[src/rtl/aes_dec_pipe_ctrl.sv]
// Valid/ready flow controller around a free-running AES-128 decrypt pipeline:
// slot tracking, credit-limited output FIFO, key10 ownership. Optional perf counters: AES_DEC_PERF_EN.
module aes_dec_pipe_ctrl #(
  parameter int PIPE_LAT   = 20,
  parameter int FIFO_DEPTH = 32,
  parameter int CNT_W      = 6
) (
  input  logic         clk,
  input  logic         rst,
  input  logic         key_wr_valid,
  input  logic [127:0] key_wr_data,
  output logic         key_wr_ready,
  input  logic         s_valid,
  input  logic [127:0] s_data,
  output logic         s_ready,
  output logic         m_valid,
  output logic [127:0] m_data,
  input  logic         m_ready,
  output logic [127:0] dp_ciphertext,
  output logic [127:0] dp_key10,
  input  logic [127:0] dp_plaintext,
`ifdef AES_DEC_PERF_EN
  output logic [31:0]  perf_in_cnt,
  output logic [31:0]  perf_out_cnt,
  output logic [31:0]  perf_stall_cnt,
`endif
  output logic         busy
);
  localparam int AW = $clog2(FIFO_DEPTH);

  typedef enum logic [1:0] {NOKEY, RUN, DRAIN, LOAD} state_e;

  state_e              state_q;
  logic [127:0]        key_q;
  logic                key_rdy_q;
  logic [PIPE_LAT-1:0] vsr_q, vsr_d;
  logic [CNT_W-1:0]    inflight_q, inflight_d;
  logic [CNT_W-1:0]    cnt_q, cnt_d;
  logic [AW-1:0]       wptr_q, rptr_q;
  logic [127:0]        mem_q [FIFO_DEPTH];
  logic [CNT_W:0]      credit_used;
  logic                issue, done, pop, empty;

  assign empty         = (cnt_q == '0);
  assign credit_used   = {1'b0, inflight_q} + {1'b0, cnt_q};
  // A pending key request blocks admission so the drain starts cleanly.
  assign s_ready       = (state_q == RUN) && !key_wr_valid &&
                         (credit_used < (CNT_W+1)'(FIFO_DEPTH));
  assign issue         = s_valid && s_ready;
  assign done          = vsr_q[PIPE_LAT-1];
  assign pop           = m_valid && m_ready;
  assign m_valid       = !empty;
  assign m_data        = empty ? '0 : mem_q[rptr_q];
  assign dp_ciphertext = s_data;
  assign dp_key10      = key_q;
  assign key_wr_ready  = key_rdy_q;
  assign busy          = (inflight_q != '0) || !empty;

  always_comb begin
    vsr_d      = {vsr_q[PIPE_LAT-2:0], issue};
    inflight_d = inflight_q;
    cnt_d      = cnt_q;
    case ({issue, done})
      2'b10:   inflight_d = inflight_q + CNT_W'(1);
      2'b01:   inflight_d = inflight_q - CNT_W'(1);
      default: inflight_d = inflight_q;
    endcase
    case ({done, pop})
      2'b10:   cnt_d = cnt_q + CNT_W'(1);
      2'b01:   cnt_d = cnt_q - CNT_W'(1);
      default: cnt_d = cnt_q;
    endcase
  end

  always_ff @(posedge clk) begin
    if (rst) begin
      state_q   <= NOKEY;
      key_q     <= '0;
      key_rdy_q <= 1'b0;
    end else begin
      key_rdy_q <= 1'b0;
      case (state_q)
        NOKEY: if (key_wr_valid) begin
          state_q   <= LOAD;
          key_rdy_q <= 1'b1;
        end
        RUN:   if (key_wr_valid) state_q <= DRAIN;
        // FIFO contents were computed with the old key, so only the pipe must empty.
        DRAIN: if (inflight_q == '0) begin
          state_q   <= LOAD;
          key_rdy_q <= 1'b1;
        end
        LOAD: begin
          key_q   <= key_wr_data;
          state_q <= RUN;
        end
        default: state_q <= NOKEY;
      endcase
    end
  end

  always_ff @(posedge clk) begin
    if (rst) begin
      vsr_q      <= '0;
      inflight_q <= '0;
      cnt_q      <= '0;
      wptr_q     <= '0;
      rptr_q     <= '0;
    end else begin
      vsr_q      <= vsr_d;
      inflight_q <= inflight_d;
      cnt_q      <= cnt_d;
      if (done) wptr_q <= wptr_q + AW'(1);
      if (pop)  rptr_q <= rptr_q + AW'(1);
    end
  end

  always_ff @(posedge clk) begin
    if (done) mem_q[wptr_q] <= dp_plaintext;
  end

  a_no_overflow: assert property (@(posedge clk) disable iff (rst)
    !(done && (cnt_q == CNT_W'(FIFO_DEPTH))));

`ifdef AES_DEC_PERF_EN
  logic [31:0] perf_in_q, perf_out_q, perf_stall_q;

  always_ff @(posedge clk) begin
    if (rst) begin
      perf_in_q    <= '0;
      perf_out_q   <= '0;
      perf_stall_q <= '0;
    end else begin
      if (issue && perf_in_q != '1)                  perf_in_q    <= perf_in_q + 32'd1;
      if (pop && perf_out_q != '1)                   perf_out_q   <= perf_out_q + 32'd1;
      if (s_valid && !s_ready && perf_stall_q != '1) perf_stall_q <= perf_stall_q + 32'd1;
    end
  end

  assign perf_in_cnt    = perf_in_q;
  assign perf_out_cnt   = perf_out_q;
  assign perf_stall_cnt = perf_stall_q;
`endif
endmodule

[config.mk]
export PLATFORM = sky130hd
export DESIGN_NAME = aes_dec_pipe_ctrl
export DESIGN_NICKNAME = d
export VERILOG_FILES = /design/src/rtl/aes_dec_pipe_ctrl.sv
export SDC_FILE = /design/constraint.sdc
export NUM_CORES = 2
export LEC_CHECK = 0
export CELL_PAD_IN_SITES_DETAIL_PLACEMENT = 0
export CELL_PAD_IN_SITES_GLOBAL_PLACEMENT = 1
export CORE_MARGIN = 3
export CORE_UTILIZATION = 48
export CTS_CLUSTER_DIAMETER = 120
export DETAILED_ROUTE_END_ITERATION = 12
export GPL_ROUTABILITY_DRIVEN = 0
export HOLD_SLACK_MARGIN = 0.08
export PLACE_DENSITY = 0.77
export SLEW_MARGIN = 10
export SYNTH_ARGS = -nofsm -noshare
export SYNTH_HDL_FRONTEND = slang
export SYNTH_SLANG_ARGS = --single-unit
export TNS_END_PERCENT = 100
[constraint.sdc]
create_clock -name clk -period 14.51 [get_ports clk]
set_clock_uncertainty 0.15 [all_clocks]
set_input_delay 1.451 -clock clk [delete_from_list [all_inputs] [get_ports clk]]
set_output_delay 1.451 -clock clk [all_outputs]
set_load 0.02 [all_outputs]
==> qor.csv <==
metric;value;unit
status;completed;
PortBufs;520;
RSZ-0062 raised after global routing;false;
cells on worst reg2reg path;5;
Sink Count;4274;
DR iter-0 viols;10700;
Final setup viols;0;
# rows;213;
post-CTS sizing;0;
IO Pins;777;
Worst R2R Setup Slack;9110;ps
Area after DPL;173000;um2
PD cells;131;nW/um2
Final Slew Violations;0;
vias per cell;6.23;
Remaining DRCs;0;
hold buffers post-CTS;0;
wire per inst;33.2;um
cell count after synthesis;7771;
CTS clock-pin slew for the worst setup and hold paths;60;ps
Synth area leaders;edfxtp_1, mux4_2, mux2i_1;
crit end category;output port;
count leader, synth;edfxtp_1;
first-pass GRT wire length;617000;um
Max Freq;127;MHz
Fin Hold WS;273;ps
Design Power;24400;uW
vias;82000;
mux cell area share after synthesis;15.3;%
slew margin rel.;1.67;%
Simple-Gate Fraction of Synth Area;1.41;%
Die Y;590;um
Final ANT Viol Nets;0;
Placed Instances;12400;
Avg Cell Area, Syn;21.0;um2
Synth Area in XOR/XNOR;0.0697;%
asr flop ratio synth;0;%
Slew @ Worst Pin;1470;ps
Yosys warning count;0;
Synth Cell Area;163000;um2
vias in the first global route;81500;
EDFF count, synth;4096;
largest family of logic cells by synthesized area;multiplexers;
Die Area;348000;um2
worst-case clock buffer depth;4;
CTS root buffer;clkbuf_16;
syn_nets;8182;
core area;338000;um2
WL final;437000;um
CP Data Arrival Time;6290;ps
Final min period;7890;ps
Synth-to-Final Area Change;14.0;%
Initial Utilization;48.4;%
Hold Path Stages;1;
TritonRoute pass-1 iters;8;
P_leak;0.0579;uW
Finished Layout Cells;13200;
peak supply drop;0.109;mV
Yosys cell types;50;
Worst setup SP type;register;
post-DP HPWL;219000;um
largest net degree at the start of global routing;145;
fin crit share;54.4;%
top cell type's share of synthesized area;75.2;%
post-route cell area;186000;um2
worst-skew pair later-pin latency;950;ps
Max Cap Viol;0;
H-tree levels;5;
Compound-Gate Fraction of Synth Area;3.60;%
Hold Fails Final Rpt;0;
CTS tree;yes;
Sum Neg Setup Slack;0;ps
Nets;8695;
GRT Util Overall;24.7;%
GRT Residual Overflow;0;
Setup Buffers After CTS;0;
CTS buffer count;420;
layout cells sized above 1;18.0;%
Hold Path Class;reg -> reg;
synth cell count leaders;edfxtp_1, mux4_2, mux2i_1, nand2_1, o211ai_1;
CP Class;reg -> out;
critical path fanouts, max;64;
Worst Path Required;12910;ps
antenna violations before repair;61;
Post-Synth Adder-Cell Area;0.178;%
Filler cells;25100;
Die W;590;um
cell taking the most area after synthesis;edfxtp_1;
Main synth FF type;edfxtp_1;
post-synthesis sequential area ratio;77.4;%
register bit count reported by yosys;4274;
## layout make-up
| cell class | count | area (um2) | share of cell area (%) |
|---|---|---|---|
| multi-input cells | 2902 | 33900 | 18.2 |
| flip-flops and latches | 4274 | 127000 | 68.0 |
| clock buffers | 519 | 11000 | 5.90 |
| well taps | 4515 | 5650 | 3.03 |
| diodes | 20 | 50.0 | 0.0269 |
| repair buffers | 673 | 6700 | 3.60 |
| clock inverters | 259 | 2320 | 1.24 |
| inverters | 13 | 63.8 | 0.0343 |
## metal layers
metal,routed length [um],global-route usage (%)
met1,165000,33.7
met2,212000,39.9
met3,44600,5.54
met4,15100,8.18
met5,190,0
## logic make-up (layout without fill, tap and decap cells)
| kind of cell | Yosys count | after routing |
|---|---|---|
| DFF | 4274 | 4274 |
| muxes | 1540 | 1540 |
| AOI/OAI and AO/OA | 807 | 807 |
| buffers and inverters | 595 | 1464 |
| and+or+nand+nor | 520 | 520 |
| adders and majority gates | 22 | 22 |
| xor gates and xnor gates | 13 | 13 |
| other | 0 | 20 |
## placed cells by master (no fill, tap or decap), drive strengths merged, types with 155 or more instances in the layout
master            n
clkdlybuf4s50   518
clkbuf          519
mux2i           768
mux4            769
clkinv          198
dfxtp           178
buf             155
a22oi           254
o211ai          257
edfxtp         4096
nand2           274
## critical path, stage by stage (launching register included)
cell             delay (ps)
dfxtp_1                 710
inv_8                   360
a211oi_4                960
buf_4                   780
buf_4                   890
o211ai_1                190
nand3_1                 450
clkdlybuf4s50_1         730
## through the flow
step | setup WS [ps] | utilization (%)
global route | 6180 | 55.1
CTS | 6490 | 55.1
global placement | 7530 | 51.2
floorplan | 581 | -
detailed placement | 7500 | 51.2
finish | 6620 | 55.1
## power breakdown
| part | leakage, uW | total, uW | internal, uW | switching, uW |
|---|---|---|---|---|
| Clock | 0.00648 | 10500 | 5970 | 4560 |
| Combinational | 0.0132 | 308 | 94.7 | 214 |
| Sequential | 0.0382 | 13500 | 13500 | 8.52 |
| Total | 0.0579 | 24400 | 19600 | 4790 |
## registers in the layout, summed over array words and instances (netlist names), named ones only
| signal | cells |
|---|---|
| mem_q | 4096 |
| dp_key10 | 128 |
| vsr_q | 20 |
| cnt_q | 6 |
| inflight_q | 6 |
| rptr_q | 5 |
| wptr_q | 5 |
| state_q | 2 |
| key_wr_ready | 1 |
## path summary, 6_finish.rpt
kind,startpoint,end
max,register,m_data[83]
max reg2reg,wptr_q[4],mem_q[19][64]
min,vsr_q[13],vsr_q[14]
min reg2reg,vsr_q[13],vsr_q[14]
No activity file was read; power rests on OpenSTA's default activity.
